--- config.mk ---
export PLATFORM = sky130hd
export DESIGN_NAME = decode_stage
export DESIGN_NICKNAME = d
export VERILOG_FILES = /design/src/rtl/decode_stage.sv
export SDC_FILE = /design/constraint.sdc
export NUM_CORES = 1
export LEC_CHECK = 0
export BUFFER_PORTS_ARGS = -buffer_cell sky130_fd_sc_hd__buf_2
export CAP_MARGIN = 20
export CORE_UTILIZATION = 45
export DETAILED_ROUTE_END_ITERATION = 6
export GPL_TIMING_DRIVEN = 0
export SLEW_MARGIN = 10
export SYNTH_ARGS = -nofsm -noshare
export SYNTH_HDL_FRONTEND = slang
export SYNTH_SLANG_ARGS = --single-unit
--- constraint.sdc ---
create_clock -name clk -period 9.2 [get_ports clk]
set_clock_uncertainty 0.15 [all_clocks]
set_input_delay 0.92 -clock clk [delete_from_list [all_inputs] [get_ports clk]]
set_output_delay 0.92 -clock clk [all_outputs]
set_load 0.02 [all_outputs]
--- src/rtl/decode_stage.sv ---
// Buffered RV32I decode stage: a FIFO of fetched instr/pc pairs feeding a handshaked decoded output register.
// Optional macro DECODE_MEXT_EN enables M-extension (MUL..REMU) decode; otherwise those encodings are illegal.
module decode_stage #(
    parameter int DEPTH = 4,
    parameter int PC_W  = 32
) (
    input  logic                         clk,
    input  logic                         rst_n,
    input  logic                         flush,
    input  logic                         in_valid,
    output logic                         in_ready,
    input  logic [31:0]                  in_instr,
    input  logic [PC_W-1:0]              in_pc,
    output logic                         out_valid,
    input  logic                         out_ready,
    output logic [PC_W-1:0]              out_pc,
    output logic [4:0]                   out_rd,
    output logic [4:0]                   out_rs1,
    output logic [4:0]                   out_rs2,
    output logic [31:0]                  out_imm,
    output logic [PC_W-1:0]              out_target,
    output logic [3:0]                   out_unit,
    output logic                         out_alu_src1,
    output logic                         out_alu_src2,
    output logic [5:0]                   out_alu_mode,
    output logic [2:0]                   out_shifter_mode,
    output logic [2:0]                   out_cmp_mode,
    output logic                         out_reg_we,
    output logic                         out_mem_re,
    output logic                         out_mem_we,
    output logic [1:0]                   out_mem_mode,
    output logic                         out_mem_signed,
    output logic                         out_is_branch,
    output logic                         out_is_jal,
    output logic                         out_is_jalr,
    output logic                         out_illegal,
    output logic [$clog2(DEPTH+1)-1:0]   fifo_count
);
    localparam int AW = (DEPTH > 1) ? $clog2(DEPTH) : 1;
    localparam int CW = $clog2(DEPTH + 1);

    localparam logic [6:0] OP_R      = 7'b0110011;
    localparam logic [6:0] OP_IMM    = 7'b0010011;
    localparam logic [6:0] OP_LOAD   = 7'b0000011;
    localparam logic [6:0] OP_STORE  = 7'b0100011;
    localparam logic [6:0] OP_BRANCH = 7'b1100011;
    localparam logic [6:0] OP_LUI    = 7'b0110111;
    localparam logic [6:0] OP_AUIPC  = 7'b0010111;
    localparam logic [6:0] OP_JAL    = 7'b1101111;
    localparam logic [6:0] OP_JALR   = 7'b1100111;
    localparam logic [6:0] OP_FENCE  = 7'b0001111;
    localparam logic [6:0] OP_SYSTEM = 7'b1110011;

    localparam logic [3:0] UNIT_ALU = 4'b0001;
    localparam logic [3:0] UNIT_SHF = 4'b0010;
    localparam logic [3:0] UNIT_CMP = 4'b0100;
    localparam logic [3:0] UNIT_MD  = 4'b1000;

    localparam logic [5:0] ALU_ADD  = 6'b100101;
    localparam logic [5:0] ALU_SUB  = 6'b011011;
    localparam logic [5:0] ALU_OR   = 6'b111010;
    localparam logic [5:0] ALU_AND  = 6'b100010;
    localparam logic [5:0] ALU_XOR  = 6'b011010;
    localparam logic [5:0] ALU_PASS = 6'b101010;
    localparam logic [5:0] ALU_ZERO = 6'b000010;

    localparam logic [2:0] SHF_LSR = 3'b001;
    localparam logic [2:0] SHF_LSL = 3'b010;
    localparam logic [2:0] SHF_ASR = 3'b100;

    localparam logic [2:0] CMP_LT  = 3'b000;
    localparam logic [2:0] CMP_LTU = 3'b001;
    localparam logic [2:0] CMP_GE  = 3'b010;
    localparam logic [2:0] CMP_GEU = 3'b011;
    localparam logic [2:0] CMP_EQ  = 3'b100;
    localparam logic [2:0] CMP_NEQ = 3'b101;

    logic [31:0]     fifo_instr [DEPTH];
    logic [PC_W-1:0] fifo_pc    [DEPTH];
    logic [AW-1:0]   wr_ptr, rd_ptr;
    logic [CW-1:0]   count;
    logic            empty, full, push, load;

    assign empty      = (count == '0);
    assign full       = (count == CW'(DEPTH));
    // Gating with rst_n keeps the stage closed while reset is held.
    assign in_ready   = rst_n && !full && !flush;
    assign push       = in_valid && in_ready;
    assign load       = !empty && (!out_valid || out_ready) && !flush;
    assign fifo_count = count;

    always_ff @(posedge clk) begin
        if (push) begin
            fifo_instr[wr_ptr] <= in_instr;
            fifo_pc[wr_ptr]    <= in_pc;
        end
    end

    always_ff @(posedge clk or negedge rst_n) begin
        if (!rst_n) begin
            wr_ptr <= '0;
            rd_ptr <= '0;
            count  <= '0;
        end else if (flush) begin
            wr_ptr <= '0;
            rd_ptr <= '0;
            count  <= '0;
        end else begin
            if (push) wr_ptr <= wr_ptr + AW'(1);
            if (load) rd_ptr <= rd_ptr + AW'(1);
            if (push && !load)      count <= count + CW'(1);
            else if (!push && load) count <= count - CW'(1);
        end
    end

    logic [31:0]     h_instr;
    logic [PC_W-1:0] h_pc;
    logic [6:0]      opcode, funct7;
    logic [2:0]      funct3;
    logic [31:0]     i_imm, s_imm, b_imm, u_imm, j_imm, t_imm;

    assign h_instr = fifo_instr[rd_ptr];
    assign h_pc    = fifo_pc[rd_ptr];
    assign opcode  = h_instr[6:0];
    assign funct3  = h_instr[14:12];
    assign funct7  = h_instr[31:25];
    assign i_imm   = {{20{h_instr[31]}}, h_instr[31:20]};
    assign s_imm   = {{20{h_instr[31]}}, h_instr[31:25], h_instr[11:7]};
    assign b_imm   = {{19{h_instr[31]}}, h_instr[31], h_instr[7], h_instr[30:25], h_instr[11:8], 1'b0};
    assign u_imm   = {h_instr[31:12], 12'b0};
    assign j_imm   = {{11{h_instr[31]}}, h_instr[31], h_instr[19:12], h_instr[20], h_instr[30:21], 1'b0};

    logic [31:0]     d_imm;
    logic [PC_W-1:0] d_target;
    logic [3:0]      d_unit;
    logic            d_src1, d_src2, d_reg_we, d_mem_re, d_mem_we, d_mem_signed;
    logic [5:0]      d_alu_mode;
    logic [2:0]      d_shf_mode, d_cmp_mode;
    logic [1:0]      d_mem_mode;
    logic            d_is_branch, d_is_jal, d_is_jalr, d_illegal;

    always_comb begin
        d_imm        = '0;
        d_unit       = '0;
        d_src1       = 1'b0;
        d_src2       = 1'b0;
        d_alu_mode   = ALU_ZERO;
        d_shf_mode   = '0;
        d_cmp_mode   = '0;
        d_reg_we     = 1'b0;
        d_mem_re     = 1'b0;
        d_mem_we     = 1'b0;
        d_mem_mode   = '0;
        d_mem_signed = 1'b1;
        d_is_branch  = 1'b0;
        d_is_jal     = 1'b0;
        d_is_jalr    = 1'b0;
        d_illegal    = 1'b0;
        t_imm        = '0;
        case (opcode)
            OP_R: begin
                d_reg_we = 1'b1;
                d_unit   = UNIT_ALU;
                case (funct7)
                    7'b0000000: begin
                        case (funct3)
                            3'b000: d_alu_mode = ALU_ADD;
                            3'b001: begin d_unit = UNIT_SHF; d_shf_mode = SHF_LSL; end
                            3'b010: begin d_unit = UNIT_CMP; d_cmp_mode = CMP_LT; end
                            3'b011: begin d_unit = UNIT_CMP; d_cmp_mode = CMP_LTU; end
                            3'b100: d_alu_mode = ALU_XOR;
                            3'b101: begin d_unit = UNIT_SHF; d_shf_mode = SHF_LSR; end
                            3'b110: d_alu_mode = ALU_OR;
                            default: d_alu_mode = ALU_AND;
                        endcase
                    end
                    7'b0100000: begin
                        if (funct3 == 3'b000) d_alu_mode = ALU_SUB;
                        else if (funct3 == 3'b101) begin
                            d_unit     = UNIT_SHF;
                            d_shf_mode = SHF_ASR;
                        end else d_illegal = 1'b1;
                    end
                    7'b0000001: begin
`ifdef DECODE_MEXT_EN
                        d_unit     = UNIT_MD;
                        d_alu_mode = {3'b000, funct3};
`else
                        d_illegal  = 1'b1;
`endif
                    end
                    default: d_illegal = 1'b1;
                endcase
            end
            OP_IMM: begin
                d_reg_we = 1'b1;
                d_src2   = 1'b1;
                d_unit   = UNIT_ALU;
                d_imm    = i_imm;
                case (funct3)
                    3'b000: d_alu_mode = ALU_ADD;
                    3'b010: begin d_unit = UNIT_CMP; d_cmp_mode = CMP_LT; end
                    3'b011: begin d_unit = UNIT_CMP; d_cmp_mode = CMP_LTU; end
                    3'b100: d_alu_mode = ALU_XOR;
                    3'b110: d_alu_mode = ALU_OR;
                    3'b111: d_alu_mode = ALU_AND;
                    3'b001: begin
                        d_unit     = UNIT_SHF;
                        d_shf_mode = SHF_LSL;
                        d_imm      = {27'b0, h_instr[24:20]};
                        if (funct7 != 7'b0000000) d_illegal = 1'b1;
                    end
                    default: begin
                        d_unit = UNIT_SHF;
                        d_imm  = {27'b0, h_instr[24:20]};
                        if (funct7 == 7'b0000000)      d_shf_mode = SHF_LSR;
                        else if (funct7 == 7'b0100000) d_shf_mode = SHF_ASR;
                        else                           d_illegal  = 1'b1;
                    end
                endcase
            end
            OP_LOAD: begin
                d_unit       = UNIT_ALU;
                d_alu_mode   = ALU_ADD;
                d_src2       = 1'b1;
                d_imm        = i_imm;
                d_reg_we     = 1'b1;
                d_mem_re     = 1'b1;
                d_mem_mode   = funct3[1:0];
                d_mem_signed = !funct3[2];
                if (funct3 == 3'b011 || funct3 == 3'b110 || funct3 == 3'b111) d_illegal = 1'b1;
            end
            OP_STORE: begin
                d_unit     = UNIT_ALU;
                d_alu_mode = ALU_ADD;
                d_src2     = 1'b1;
                d_imm      = s_imm;
                d_mem_we   = 1'b1;
                d_mem_mode = funct3[1:0];
                if (funct3 > 3'b010) d_illegal = 1'b1;
            end
            OP_BRANCH: begin
                d_unit      = UNIT_CMP;
                d_imm       = b_imm;
                t_imm       = b_imm;
                d_is_branch = 1'b1;
                case (funct3)
                    3'b000:  d_cmp_mode = CMP_EQ;
                    3'b001:  d_cmp_mode = CMP_NEQ;
                    3'b100:  d_cmp_mode = CMP_LT;
                    3'b101:  d_cmp_mode = CMP_GE;
                    3'b110:  d_cmp_mode = CMP_LTU;
                    3'b111:  d_cmp_mode = CMP_GEU;
                    default: d_illegal  = 1'b1;
                endcase
            end
            OP_LUI: begin
                d_unit     = UNIT_ALU;
                d_alu_mode = ALU_PASS;
                d_src2     = 1'b1;
                d_imm      = u_imm;
                d_reg_we   = 1'b1;
            end
            OP_AUIPC: begin
                d_unit     = UNIT_ALU;
                d_alu_mode = ALU_ADD;
                d_src1     = 1'b1;
                d_src2     = 1'b1;
                d_imm      = u_imm;
                d_reg_we   = 1'b1;
            end
            // Jumps compute the link value pc+4 in the ALU; the jump target travels separately.
            OP_JAL, OP_JALR: begin
                d_unit     = UNIT_ALU;
                d_alu_mode = ALU_ADD;
                d_src1     = 1'b1;
                d_src2     = 1'b1;
                d_imm      = 32'd4;
                d_reg_we   = 1'b1;
                if (opcode == OP_JAL) begin
                    d_is_jal = 1'b1;
                    t_imm    = j_imm;
                end else begin
                    d_is_jalr = 1'b1;
                    if (funct3 != 3'b000) d_illegal = 1'b1;
                end
            end
            OP_FENCE, OP_SYSTEM: ;
            default: d_illegal = 1'b1;
        endcase
        if (d_illegal) begin
            d_imm        = '0;
            d_unit       = '0;
            d_src1       = 1'b0;
            d_src2       = 1'b0;
            d_alu_mode   = ALU_ZERO;
            d_shf_mode   = '0;
            d_cmp_mode   = '0;
            d_reg_we     = 1'b0;
            d_mem_re     = 1'b0;
            d_mem_we     = 1'b0;
            d_mem_mode   = '0;
            d_mem_signed = 1'b1;
            d_is_branch  = 1'b0;
            d_is_jal     = 1'b0;
            d_is_jalr    = 1'b0;
        end
        if (h_instr[11:7] == 5'd0) d_reg_we = 1'b0;
        d_target = (d_is_branch || d_is_jal) ? h_pc + PC_W'($signed(t_imm)) : '0;
    end

    always_ff @(posedge clk or negedge rst_n) begin
        if (!rst_n) begin
            out_valid        <= 1'b0;
            out_pc           <= '0;
            out_rd           <= '0;
            out_rs1          <= '0;
            out_rs2          <= '0;
            out_imm          <= '0;
            out_target       <= '0;
            out_unit         <= '0;
            out_alu_src1     <= 1'b0;
            out_alu_src2     <= 1'b0;
            out_alu_mode     <= ALU_ZERO;
            out_shifter_mode <= '0;
            out_cmp_mode     <= '0;
            out_reg_we       <= 1'b0;
            out_mem_re       <= 1'b0;
            out_mem_we       <= 1'b0;
            out_mem_mode     <= '0;
            out_mem_signed   <= 1'b1;
            out_is_branch    <= 1'b0;
            out_is_jal       <= 1'b0;
            out_is_jalr      <= 1'b0;
            out_illegal      <= 1'b0;
        end else if (flush) begin
            out_valid <= 1'b0;
        end else if (load) begin
            out_valid        <= 1'b1;
            out_pc           <= h_pc;
            out_rd           <= h_instr[11:7];
            out_rs1          <= h_instr[19:15];
            out_rs2          <= h_instr[24:20];
            out_imm          <= d_imm;
            out_target       <= d_target;
            out_unit         <= d_unit;
            out_alu_src1     <= d_src1;
            out_alu_src2     <= d_src2;
            out_alu_mode     <= d_alu_mode;
            out_shifter_mode <= d_shf_mode;
            out_cmp_mode     <= d_cmp_mode;
            out_reg_we       <= d_reg_we;
            out_mem_re       <= d_mem_re;
            out_mem_we       <= d_mem_we;
            out_mem_mode     <= d_mem_mode;
            out_mem_signed   <= d_mem_signed;
            out_is_branch    <= d_is_branch;
            out_is_jal       <= d_is_jal;
            out_is_jalr      <= d_is_jalr;
            out_illegal      <= d_illegal;
        end else if (out_ready) begin
            out_valid <= 1'b0;
        end
    end

endmodule

# == Yosys cells after proc, flatten, opt, wreduce, memory -nomap -nowiden ==
# Memories as Yosys holds them, arrays and structs flattened.
# Cells that the tools add are included.
# Widths: inputs -> output; s select.
# op_classes
add_sub_neg,5
n_lt_le_gt_ge,1
n_eq_ne,20
muxes,81
bitwise,1
n_reduce_logical,44
# op_table
operator,count
$pmux 32 s6,1
$mux 32,4
$pmux 6 s4,3
$pmux 32 s2,1
$mux 1,38
$pmux 3 s2,6
$add 32x32->32,1
$eq 7x6->1 const B,4
$eq 7x7->1 const B,4
$mux 3,9
$reduce_or 6->1,3
$mux 2,8
$eq 3x3->1 const B,5
$pmux 3 s5,1
$eq 7x5->1 const B,2
$reduce_or 7->1,2
$pmux 3 s4,1
$pmux 6 s2,1
$reduce_or 4->1,3
$reduce_or 2->1,5
$pmux 3 s3,1
$reduce_bool 3->1,3
$eq 7x2->1 const B,1
$eq 7x4->1 const B,1
24 further kinds,44
# word_totals
ff_bits,147
ram_bits,256
input_bits,69
output_inout_bits,144
word_cells,179
mem_count,2
# memory_table
memory,words,width,read_ports,rd_clocked_by_memory_dff,write_ports,line_no,source
fifo_instr,4,32,1,0,1,78,logic [31:0] fifo_instr [DEPTH];
fifo_pc,4,32,1,0,1,79,logic [PC_W-1:0] fifo_pc [DEPTH];

# == Depth between registers and ports, before layout ==
# Gate-level depths: netlist of the first run.
# logic_depth
word_depth,10
depth_mapped,19
mapped_depth_nobuf,15

# == Least setup slack after synthesis of the first run ==
# Ideal clock, no wire load.
# synth_path
path_type,register -> register
start,register rd_ptr[0]
end,register out_target[27]
setup_ns,0.124
arrival_ns,4.800
required_time_ns,8.926
path_slack_ns,4.126
stages_incl_launch_ff,17
n_path_buf,5
synth_period_minus_slack_ns,5.074
path_cell_list,dfrtp_1 buf_6 buf_4 buf_4 buf_1 buf_2 mux4_2 ha_1 fa_1 a211oi_1 o211ai_1 a31oi_1 o2111ai_1 a21o_1 o311ai_0 a211o_1 nand3_1
# synth_between
word_cells_on_any_way,55
cone_classes,1 x add/sub; 1 x order compare; 19 x eq/ne; 21 x mux; 11 x reduce/logical; 2 x memory
# synth_lines
element,line_no,source
from (decl),80,"logic [AW-1:0] wr_ptr, rd_ptr;"
from (signal assigned),110,if (load) rd_ptr <= rd_ptr + AW'(1);
$mem_v2 4x32,n/a,
named net h_pc[1],117,logic [PC_W-1:0] h_pc;
$add 32x32->32,309,d_target = (d_is_branch || d_is_jal) ? h_pc + PC_W'($signed(t_imm)) : '0;
$mux 32,309,
to (signal assigned),345,out_target <= d_target;
to (decl),21,"output logic [PC_W-1:0] out_target,"
# The timed path passes the listed nets, and every way through them passes these cells.
# A chain may end at the register's enable or synchronous reset.

# == Final worst setup path of the first run ==
# layout_path
start,register rd_ptr[1]
end,register out_target[27]
# Same word-level chain as after synthesis.

==> results of run 1 <==
sequential cells by signal, indices dropped and copies added (netlist names), 3 cells and up:
name and count:
out_imm 32, out_pc 32, fifo_instr 128, out_rs2 5
fifo_count 3, out_rs1 5, out_shifter_mode 3, out_unit 3
out_alu_mode 6, fifo_pc 128, out_rd 5, out_target 32
out_cmp_mode 3
worst max-delay path, cell delays in order, from the launching register on:
cell	delay [ns]
dfrtp_1	0.36
buf_2	0.28
buf_2	0.34
buf_2	0.34
clkbuf_1	0.55
clkbuf_1	0.85
mux4_2	0.45
ha_1	0.26
fa_1	0.43
a211oi_1	0.36
o211ai_1	0.21
a31oi_1	0.33
o2111ai_1	0.30
a21o_1	0.32
o311ai_0	0.60
a211o_1	0.22
nand3_1	0.08
cell usage in the layout (no fill, tap or decap), drive strengths merged, types with 19 or more instances in the layout:
master,n
o31ai,19
a21oi,64
a22o,24
mux4,64
ha,28
o21ai,73
clkinv,19
nand2,270
inv,25
edfxtp,256
clkbuf,98
dfrtp,144
nor2,58
buf,244
power by group:
part	internal [mW]	switching (mW)	total, mW
combinational	0.567	1.18	1.75
sequential	2.07	0.0817	2.15
clock	1.01	0.718	1.73
total	3.65	1.98	5.63
worst max-delay path by stage:
stage | from | endpoint | depth (start not counted)
2_1_floorplan | rd_ptr[0] | out_target[27] | 16
3_3_place_gp | rst_n | fifo_instr[1][18] | 4
3_5_place_dp | rd_ptr[1] | out_target[27] | 16
4_1_cts | rd_ptr[1] | out_target[27] | 16
5_1_grt | rd_ptr[1] | out_target[27] | 16
6_report | rd_ptr[1] | out_target[27] | 16
stage by stage:
step | setup slack [ns] | hold slack, ns | instances | area (sq um)
finish | 2.63 | 0.135 | 2136 | 20800
global route | 2.35 | 0.160 | 2136 | 20800
CTS | 2.74 | 0.122 | 2136 | 20800
detailed placement | 2.77 | 0.307 | 2056 | 19400
global placement | 1.16 | 0.305 | 2051 | 19300
floorplan | 4.13 | 0.344 | 1322 | 17600
kinds of logic (layout without fill, tap and decap cells):
| family | after synthesis | in the layout | synth area share [%] |
|---|---|---|---|
| AO/OA/AOI/OAI | 279 | 279 | 10.6 |
| XOR/XNOR | 29 | 29 | 1.45 |
| adder cells (fa/ha/maj) | 30 | 30 | 2.22 |
| buffers and inverters | 95 | 391 | 2.30 |
| flip-flops | 402 | 402 | 64.6 |
| multiplexers | 68 | 68 | 8.53 |
| other | 1 | 1 | 0.0213 |
| AND/OR/NAND/NOR | 418 | 418 | 10.3 |
cell type report:
class / instances / area, sq um
plain buffers: 71 / 314
clock buffers: 55 / 1160
clock inverters: 25 / 241
fillers: 3402 / 17700
inverters: 24 / 90.1
multi-input cells: 825 / 5840
flip-flops and latches: 402 / 11300
well taps: 518 / 648
repair buffers: 216 / 1180
metal layers:
layer	vias up	part of all wire (%)
li1	5481	-
met1	6141	44
met2	399	46
met3	68	7.2
met4	4	2.3
met5	-	0.039
==> results.txt, run 1 <==
- Detailed placement ended at an HPWL of between 30000 and 40000 um.
- Most area-consuming cells after synthesis: edfxtp_1 (44%), dfrtp_1 (21%), mux4_2 (7.8%), nand2_1 (5.7%), ha_1 (2.0%)
- Sequential element share of the synthesized area: 64.6%
* Leakage power: between 8 and 9 nW
* Crit. End Element: register
- Global Route met1 Usage: 37.0%
- In the routed design, unresolved DRC markers number 0.
* Sort of element at the start of the critical path: register
- The routed design could run at a clock period as short as 6.57 ns.
- In this run the core area contains 72 standard-cell rows.
- Hold-fix buffer count after cts: 0
- Adding up every negative setup slack in the final design gives 0 ns.
- Clock-pin slew of the registers on the worst-case setup and hold paths: 0.06 ns
- Highest attainable clock frequency: around 0.15 GHz
- Fraction of final layout cells with drive strength greater than 1: a little under a quarter
- The detailed router finished its first iteration with 996 violations.
* Number of buffers created by CTS: 43
- The tree is rooted in a clkbuf_16.
* Synthesized instance count: 1322
* Max clock buf depth: 3
- Area overhead of the layout relative to synthesis: 18.5%
* Worst setup slack for register-to-register paths: 2.63 ns
* Most common flop cell mapped by yosys: edfxtp_1
* Reg2Reg Capture Point: out_target[27]
- Synthesis inferred 402 register bits.
- Summed over all layers, the global routing overflow is 0.
- Final period util: 71.4%
- EDFF count, synth: 256
- Class of the most critical setup path: register to register
- Power spread over the standard cell area amounts to between 200 and 300 nW/um^2.
- Cell accounting for the most synthesized area: edfxtp_1
* Number of nets in the final layout: approximately 1.7k
* # Post-CTS Setup Buffers: 0
- Warnings from Yosys: 0
- Crit path required time: 9.49 ns
- Last weighted congestion value of the routability-driven placer: between 0.9 and 1
- Final-report max-slew violation count: 0
* Total power: 5.63 mW
* Fraction of met3 tracks used by global routing: 5.45%
- The clock net in this run drives a total of 402 sinks.
- # port buffers: 211
- Post-synth design cell area: 17600 sq um
* Post-CTS sizing: 0
- Detailed Routing Iterations Pass 1: 5
- The clock reaches the later pin of the worst-skew pair after 0.57 ns.
- Number of max-cap violations: 0
* Leading post-synthesis cells by instance count: nand2_1 (269), edfxtp_1 (256), dfrtp_1 (144), a21oi_1 (64), mux4_2 (61)
* Result of the run: finished clean
- The die is 200 um tall.
- Clock tree from TritonCTS: yes
- CTS HTree Levels: 2
* Via count: roughly 12k
* RSZ-0062 raised after global routing: false
- Layer with the highest usage: met2
- around 210 I/O pins were placed.
- Cells on worst reg2reg path: 16
* Final count of hold timing violations: 0
- The synthesized netlist contains 83 unique library cells.
* Tightest Pin Transition: about 1.1 ns
- Sum of routed wire length over all layers: 50900 um
* Starting Density: between 40 and 50%
- Setup violations remaining at the end of the flow were counted as 0.
* Async S/R FF share, synth: about 36%
- The worst hold path belongs to the class input pin to async pin.
- Worst-case headroom to the max-slew limit: between 20% and 30%
* Per-cell via count in the routed design: 5.66
- In the global route stage, overall resource usage came out at roughly a quarter.
- GR Util met2: 40.4%
- In this run the critical register-to-register path is launched from rd_ptr[1].
* Fraction of synthesized cell area taken by the top area cell type: 43.8%
- Placeable core area: 38600 sq um
* Number of global-route vias before repair: between 10k and 15k
- Post-detailed-route count of antenna-violating nets: 0
- Most numerous cell in the Yosys netlist: nand2_1
* Utilization after layout: 54.0%
- Along the worst path, the maximum fanout reaches 10.
* Floorplan die area: around 40000 sq um
- Crit path DAT: 6.86 ns
- Avg Synthesized Cell Area: 13.3 sq um
- Entering global routing, the biggest net connects 96 pins.
* Post-Synthesis Net Count: 1421
* Maximum vdd ir drop: 0.162 mV
* Antenna diode count: 0
- The floorplan step set the die width to 200 um.
- Antenna violations before repair: 2
* Global-route wire length before repair: 75100 um
* Wire length per cell after detailed routing: 23.8 um
Power figures use the tool's default switching activity.
==> run 2, diff against run 1 <==
clock period = 6.74 ns   (was 9.2 ns; I/O delays follow)
==> run 2 against run 1 <==
Net effect: sequential share of layout area barely moved; non-clock buffer count did not move; total power rose by 36%; register-to-register slack got worse by 2.1 ns; flip-flop and latch count did not move; count of clock-buffer cells in the layout did not move; critical path depth did not move; core utilization barely moved; global-route usage barely moved; largest cell class unchanged; largest power group unchanged; highest routed layer unchanged.
==> results.txt, run 2 (synthesis results as in run 1) <==
* Power per Cell Area: 369 nW/um^2 (+36%)
- Last weighted congestion value of the routability-driven placer: 0.932 (unchanged)
* Die width: 200 um (unchanged)
- Global-route wire length before repair: 75200 um (about the same)
- Number of nets in the final layout: 1682 (unchanged)
- The library cell used most frequently in the layout, excluding fill and tap cells, is nand2_1.
- Max clock buf depth: 3 (unchanged)
- Leakage power: 8.42 nW (about the same)
- Floorplan die area: 39800 sq um (unchanged)
* # port buffers: 211 (unchanged)
- CTS HTree Levels: 2 (unchanged)
- The max-cap violation count was 0 (unchanged).
- Startpoint of the most critical register-to-register path: rd_ptr[1]
- Sort of element at the start of the critical path: register
- The via count normalized by instance count came to 5.67 (about the same).
* # Post-CTS Setup Buffers: 0 (unchanged)
* Crit path max-delay cell type: o311ai_0
- Clock sink total: 402 (unchanged)
- The worst register-to-register path ends at out_target[27].
- Setup repair after global routing left no endpoint under its margin.
- Via count: 12.1k (+0.099%)
- Final period util: 92.2% (+21 points)
- Most prevalent standard cell on the critical path: buf_2
- The number of antenna violations at the first check in global routing is 2 (unchanged).
- Worst-case headroom to the max-slew limit: 36.3% (+6.5 points)
- Placeable core area: 38600 sq um (unchanged)
- Sum of buffers and inverters on the critical path: 5 (unchanged)
- Crit path required time: 7.03 ns (-2.46 ns)
* Cell depth of the worst setup path: 16 (unchanged)
- Maximum vdd ir drop: 0.221 mV (+37%)
- The wire length reported by the detailed router was 50900 um (+0.10%).
- Largest net degree at the start of global routing: 96 (unchanged)
- The clock period minus final worst setup slack is 6.21 ns (-0.358 ns).
- Clock tree from TritonCTS: yes
* Launch point of the critical path: rd_ptr[1]
* Clock-pin slew of the registers on the worst-case setup and hold paths: 0.06 ns (about the same)
* Crit. End Element: register
* Crit path largest cell delay: 0.59 ns (-0.26 ns)
- Broken down by cell family, the worst path's largest delay share belongs to compound AO/OA/AOI/OAI gates.
- The aggregate global-route resource usage is 26.1% (about the same).
- Final count of hold timing violations: 0 (unchanged)
- Highest net fanout along the worst path: 10 (unchanged)
* Number of buffers created by CTS: 43 (unchanged)
* Detailed Routing Iterations Pass 1: 5 (unchanged)
- The top cell types in the final layout, fill and taps aside, are nand2_1 (269), edfxtp_1 (256), buf_2 (230).
- The smallest hold slack came to 0.165 ns (+0.0304 ns).
- Clock network latency to the later pin of the worst-skew pair: 0.57 ns (about the same)
- Number of DRC violations after detailed routing: 0 (unchanged)
* Wire length per cell after detailed routing: 23.8 um (+0.10%)
* Setup violators final: 0 (unchanged)
* Site Rows: 72 (unchanged)
* Cells on worst reg2reg path: 16 (unchanged)
* Tightest Pin Transition: 0.956 ns (-0.0975 ns)
* Fin Setup TNS: 0 ns (unchanged)
- The number of top-level pins came to 213 (unchanged).
- The number of DRC markers after the initial detailed-route iteration is 920 (-7.6%).
- The die height was 200 um (unchanged).
- Antenna diode count: 0 (unchanged)
- The flow ran to the end, and the final reports show no timing, DRC or antenna violations.
- Final-report max-slew violation count: 0 (unchanged)
- Top Registers: fifo_instr x128, fifo_pc x128
- Master cell of the clock root buffer: clkbuf_16
* Class of the most critical setup path: register to register
- The area added between synthesis and finish was 18.6% (about the same).
- Highest attainable clock frequency: 0.161 GHz (+5.8%)
* Starting Density: 45.6% (unchanged)
- Crit path DAT: 6.50 ns (-0.36 ns)
- Following the worst setup path forward leads to its endpoint at out_target[27].
* Min-Delay Path Class: input pin to register
- The number of global-route vias before repair was 11.9k (+0.051%).
* Critical path cell sequence: buf_2 -> buf_2 -> buf_2 -> clkbuf_1 -> clkbuf_2 -> mux4_2 -> ha_1 -> fa_1 -> a211oi_1 -> o211ai_1 -> a31oi_1 -> o2111ai_1 -> a21o_1 -> o311ai_0 -> a211o_1 -> nand3_1
- Fraction of final layout cells with drive strength greater than 1: 24.0% (+0.062 points)
- Worst setup slack for register-to-register paths: 0.53 ns (-2.10 ns)
- Total congestion overflow: 0 (unchanged)
- The detailed placement HPWL came to 36300 um (unchanged).
- The antenna violation net count after detailed routing is 0 (unchanged).
==> run 2: repair_timing <==
action,CTS,global route
hold buffers,1,0
endpoints found under the hold margin,50,0
resized for setup,0,3
setup endpoints to repair,0,1
==> run 2: worst reg2reg max path, delay by kind of cell, from the launching register on <==
kind / cells / cell delay [ns]
compound gates: 7 / 2.33
buf+inv: 5 / 2.07
fa+ha+maj: 2 / 0.69
mux: 1 / 0.42
flops: 1 / 0.36
simple gates: 1 / 0.07
==> run 2: layout make-up <==
| class | count | area (sq um) |
|---|---|---|
| Multi-Input combinational cell | 825 | 5840 |
| Timing Repair Buffer | 217 | 1190 |
| Clock inverter | 25 | 241 |
| Tap cell | 518 | 648 |
| Sequential cell | 402 | 11300 |
| Clock buffer | 55 | 1160 |
| Buffer | 70 | 312 |
| Inverter | 24 | 90.1 |
| Fill cell | 3399 | 17700 |
==> run 2: through the flow <==
stage / setup WS [ns] / utilization [%] / instance area (sq um) / instances / power, mW
2_1_floorplan: 1.67 / - / 17600 / 1322 / 4.51
5_1_grt: 0.265 / 54.0 / 20800 / 2136 / 8.03
6_report: 0.527 / 54.0 / 20800 / 2136 / 7.69
4_1_cts: 0.283 / 54.0 / 20800 / 2137 / 7.73
3_5_place_dp: 0.308 / 50.4 / 19400 / 2056 / 5.37
3_3_place_gp: -1.06 / 50.0 / 19300 / 2051 / 5.35
==> run 2: worst min path at each step <==
stage / from / end / slack, ns / depth (start not counted)
5_1_grt: in_pc[10] / fifo_pc[3][10] / 0.16 / 1
3_3_place_gp: out_pc[0] / out_pc[0] / 0.31 / 2
6_report: in_pc[2] / fifo_pc[2][2] / 0.17 / 1
3_5_place_dp: out_rs2[1] / out_rs2[1] / 0.31 / 2
4_1_cts: in_instr[15] / fifo_instr[2][15] / 0.14 / 1
2_1_floorplan: rst_n / fifo_count[0] / 0.23 / 0
==> run 2: where the power goes <==
| group | total [mW] | switching [mW] | internal, mW |
|---|---|---|---|
| Sequential | 2.94 | 0.111 | 2.83 |
| Combinational | 2.39 | 1.61 | 0.774 |
| Clock | 2.36 | 0.979 | 1.38 |
==> run 2: routing by layer <==
metal / share of wire, % / vias up / GRT usage [%]
met5: 0.039 / - / 0
met4: 2.3 / 4 / 8.09
met3: 6.9 / 69 / 5.45
met2: 46 / 389 / 40.4
met1: 44 / 6167 / 37.0
li1: - / 5476 / -
==> run 3, diff against run 2 <==
==> constraint.sdc (replaced) <==
create_clock -name clk -period 6.74 [get_ports clk]
set_clock_uncertainty 0.15 [all_clocks]
set_input_delay 0.337 -clock clk [delete_from_list [all_inputs] [get_ports clk]]
set_output_delay 0.337 -clock clk [all_outputs]
set_load 0.02 [all_outputs]
==> run 3 against run 2 <==
Net effect: flip-flop and latch count unchanged; critical endpoint unchanged; sequential share of layout area decreased by 1.6 points; largest power group unchanged; sequential power about the same; total power grew 0.43%; final cell count grew 3.0%; first-iteration DRC count grew 3.5%; count of clock-buffer cells in the layout stayed put; routed wire length grew 0.41%; core utilization grew 1.7 points; design area grew 3.1%.
==> results.txt, run 3 (synthesis results as in run 1) <==
- The run finished with clean final reports.
- The total routed wire length on the met1 layer is 22500 um (about the same).
- Fill count: 3360 (-1.1%)
* Number of DRC violations after detailed routing: 0 (unchanged)
- The global-route wire length before repair is 76000 um (+1.1%).
* Final period util: 92.3% (+0.16 points)
* Utilization after layout: 55.7% (+1.7 points)
- Clock network latency to the later pin of the worst-skew pair: 0.57 ns (about the same)
- The initial core utilization is 45.6% (unchanged).
* Top Registers: fifo_instr x128, fifo_pc x128
- Relative to the synthesized area, the layout overhead comes to 22.3%.
- The number of buffers on the longest clock path was 3 (unchanged).
* Hold Worst Slack: 0.0542 ns (-0.111 ns)
- Antenna diode count: 0 (unchanged)
- Wire length per cell after detailed routing: 23.2 um (-2.6%)
- The final instance count without filler cells was 2201 (+3.0%).
- The slew at the pin with the worst max-slew slack came to 0.906 ns (-0.0499 ns).
- DR WL met2: 23700 um (+0.12%)
- Highest net fanout along the worst path: 10 (unchanged)
* Clock tree from TritonCTS: yes
* Post-detailed-route count of antenna-violating nets: 0 (unchanged)
- Clock sink total: 402 (unchanged)
- The required time of the critical path came to 7.03 ns (about the same).
- Minimum setup slack in the final design: 0.517 ns (-0.0106 ns)
- The overall die area is 39800 sq um (unchanged).
* Site Rows: 72 (unchanged)
* Number of buffers created by CTS: 43 (unchanged)
- # Post-CTS Setup Buffers: 0 (unchanged)
- Number of global-route vias before repair: 12.2k (+2.5%)
- Most common library cell in the layout ignoring fill and taps: nand2_1
- The power density normalized to cell area is 359 nW/um^2 (-2.6%).
- Highest attainable clock frequency: 0.161 GHz (-0.17%)
- Placeable core area: 38600 sq um (unchanged)
* Per-cell via count in the routed design: 5.62 (-0.84%)
- The worst voltage drop across the vdd grid is 0.221 mV (+0.20%).
* Min-Delay Path Class: input pin to register
- Detailed Routing Iterations Pass 1: 5 (unchanged)
- Number of nets in the final layout: 1747 (+3.9%)
* Setup violators final: 0 (unchanged)
* GRT Util Overall: 26.3% (+0.19 points)
- Leading cell types in the layout, fill and taps excluded: nand2_1 (269), edfxtp_1 (256), buf_2 (230)
- The final setup TNS was 0 ns (unchanged).
- The area of all placed cells without fillers is 21500 sq um (+3.1%).
* Via count: 12.4k (+2.2%)
- Sort of element at the start of the critical path: register
- Worst-case headroom to the max-slew limit: 39.2% (+2.9 points)
- CTS HTree Levels: 2 (unchanged)
- Total power: 7.72 mW (+0.43%)
- The aggregate global routing overflow came to 0 (unchanged).
* Clock-pin slew of the registers on the worst-case setup and hold paths: 0.06 ns (about the same)
- The final-report max-slew violation count is 0 (unchanged).
- The setup slack at placement came to 0.308 ns (unchanged).
- The number of hold violations in the final report was 0 (unchanged).
* Crit path time final: 6.22 ns (+0.0106 ns)
- The chip width was 200 um (unchanged).
- Placed Instance Area: 19400 sq um (unchanged)
* Count of routing violations after the opening detailed-route iteration: 952 (+3.5%)
* Antenna violations before repair: 0 (-2)
* Placed Cells: 2056 (unchanged)
- The die height came to 200 um (unchanged).
- HPWL Detailed: 36300 um (unchanged)
- The wire length reported by the detailed router came to 51100 um (+0.41%).
- The worst setup path is captured at a register.
* RSZ-0062 raised after global routing: false
- The data arrival time at the worst-slack endpoint is 6.51 ns (about the same).
* # port buffers: 211 (unchanged)
* DR top layer: met4
- The max-cap violation count is 0 (unchanged).
* Largest net degree at the start of global routing: 96 (unchanged)
* Last weighted congestion value of the routability-driven placer: 0.932 (unchanged)
* IO Pins: 213 (unchanged)
* Met3 Wirelength: 3580 um (+1.9%)
- CTS placed an instance of clkbuf_16 at the clock tree root.
* Fraction of final layout cells with drive strength greater than 1: 23.1% (-0.93 points)
- Leakage power: 8.70 nW (+3.2%)
- Class of the most critical setup path: register to register
==> run 3: timing repair <==
item,in CTS,in global routing
hold endpoints to repair,308,0
resized for setup,0,3
setup endpoints to repair,0,1
hold buffers,66,0
==> run 3: cell type report <==
type | instances | area, sq um | share of cell area (%)
sequential | 402 | 11300 | 52.8
inverter | 24 | 90.1 | 0.419
buffer | 70 | 312 | 1.45
timing repair buffer | 282 | 1840 | 8.57
clock buffer | 55 | 1160 | 5.41
multi-input combinational | 825 | 5840 | 27.2
tap | 518 | 648 | 3.02
clock inverter | 25 | 241 | 1.12
==> run 3: power breakdown <==
group | leakage (nW) | internal, mW | switching, mW
registers | 4.26 | 2.83 | 0.111
logic | 3.74 | 0.798 | 1.62
clock network | 0.697 | 1.38 | 0.982
total | 8.70 | 5.01 | 2.71
==> run 3: metal layers <==
layer	vias up	track usage (%)
met2	437	40.6
met3	75	5.20
met4	0	8.43
met5	-	0
li1	5605	-
met1	6251	37.4
==> run 3: worst max-delay path, cell delays in order, from the launching register on <==
cell,delay (ns)
dfrtp_1,0.36
buf_2,0.28
buf_2,0.34
buf_2,0.34
clkbuf_1,0.54
clkbuf_2,0.55
mux4_2,0.42
ha_1,0.26
fa_1,0.43
a211oi_1,0.35
o211ai_1,0.20
a31oi_1,0.34
o2111ai_1,0.31
a21o_1,0.32
o311ai_0,0.60
a211o_1,0.22
nand3_1,0.08
==> run 3: path summary, 6_finish.rpt <==
path | slack [ns] | startpoint | cells past startpoint | end
max | 0.52 | rd_ptr[1] | 16 | out_target[27]
min | 0.05 | in_valid | 3 | wr_ptr[0]
max reg2reg | 0.52 | rd_ptr[1] | 16 | out_target[27]
max in group asynchronous | 5.41 | rst_n | 3 | out_cmp_mode[2]
min in group asynchronous | 0.15 | rst_n | 2 | out_pc[0]
min reg2reg | 0.32 | out_pc[17] | 2 | out_pc[17]
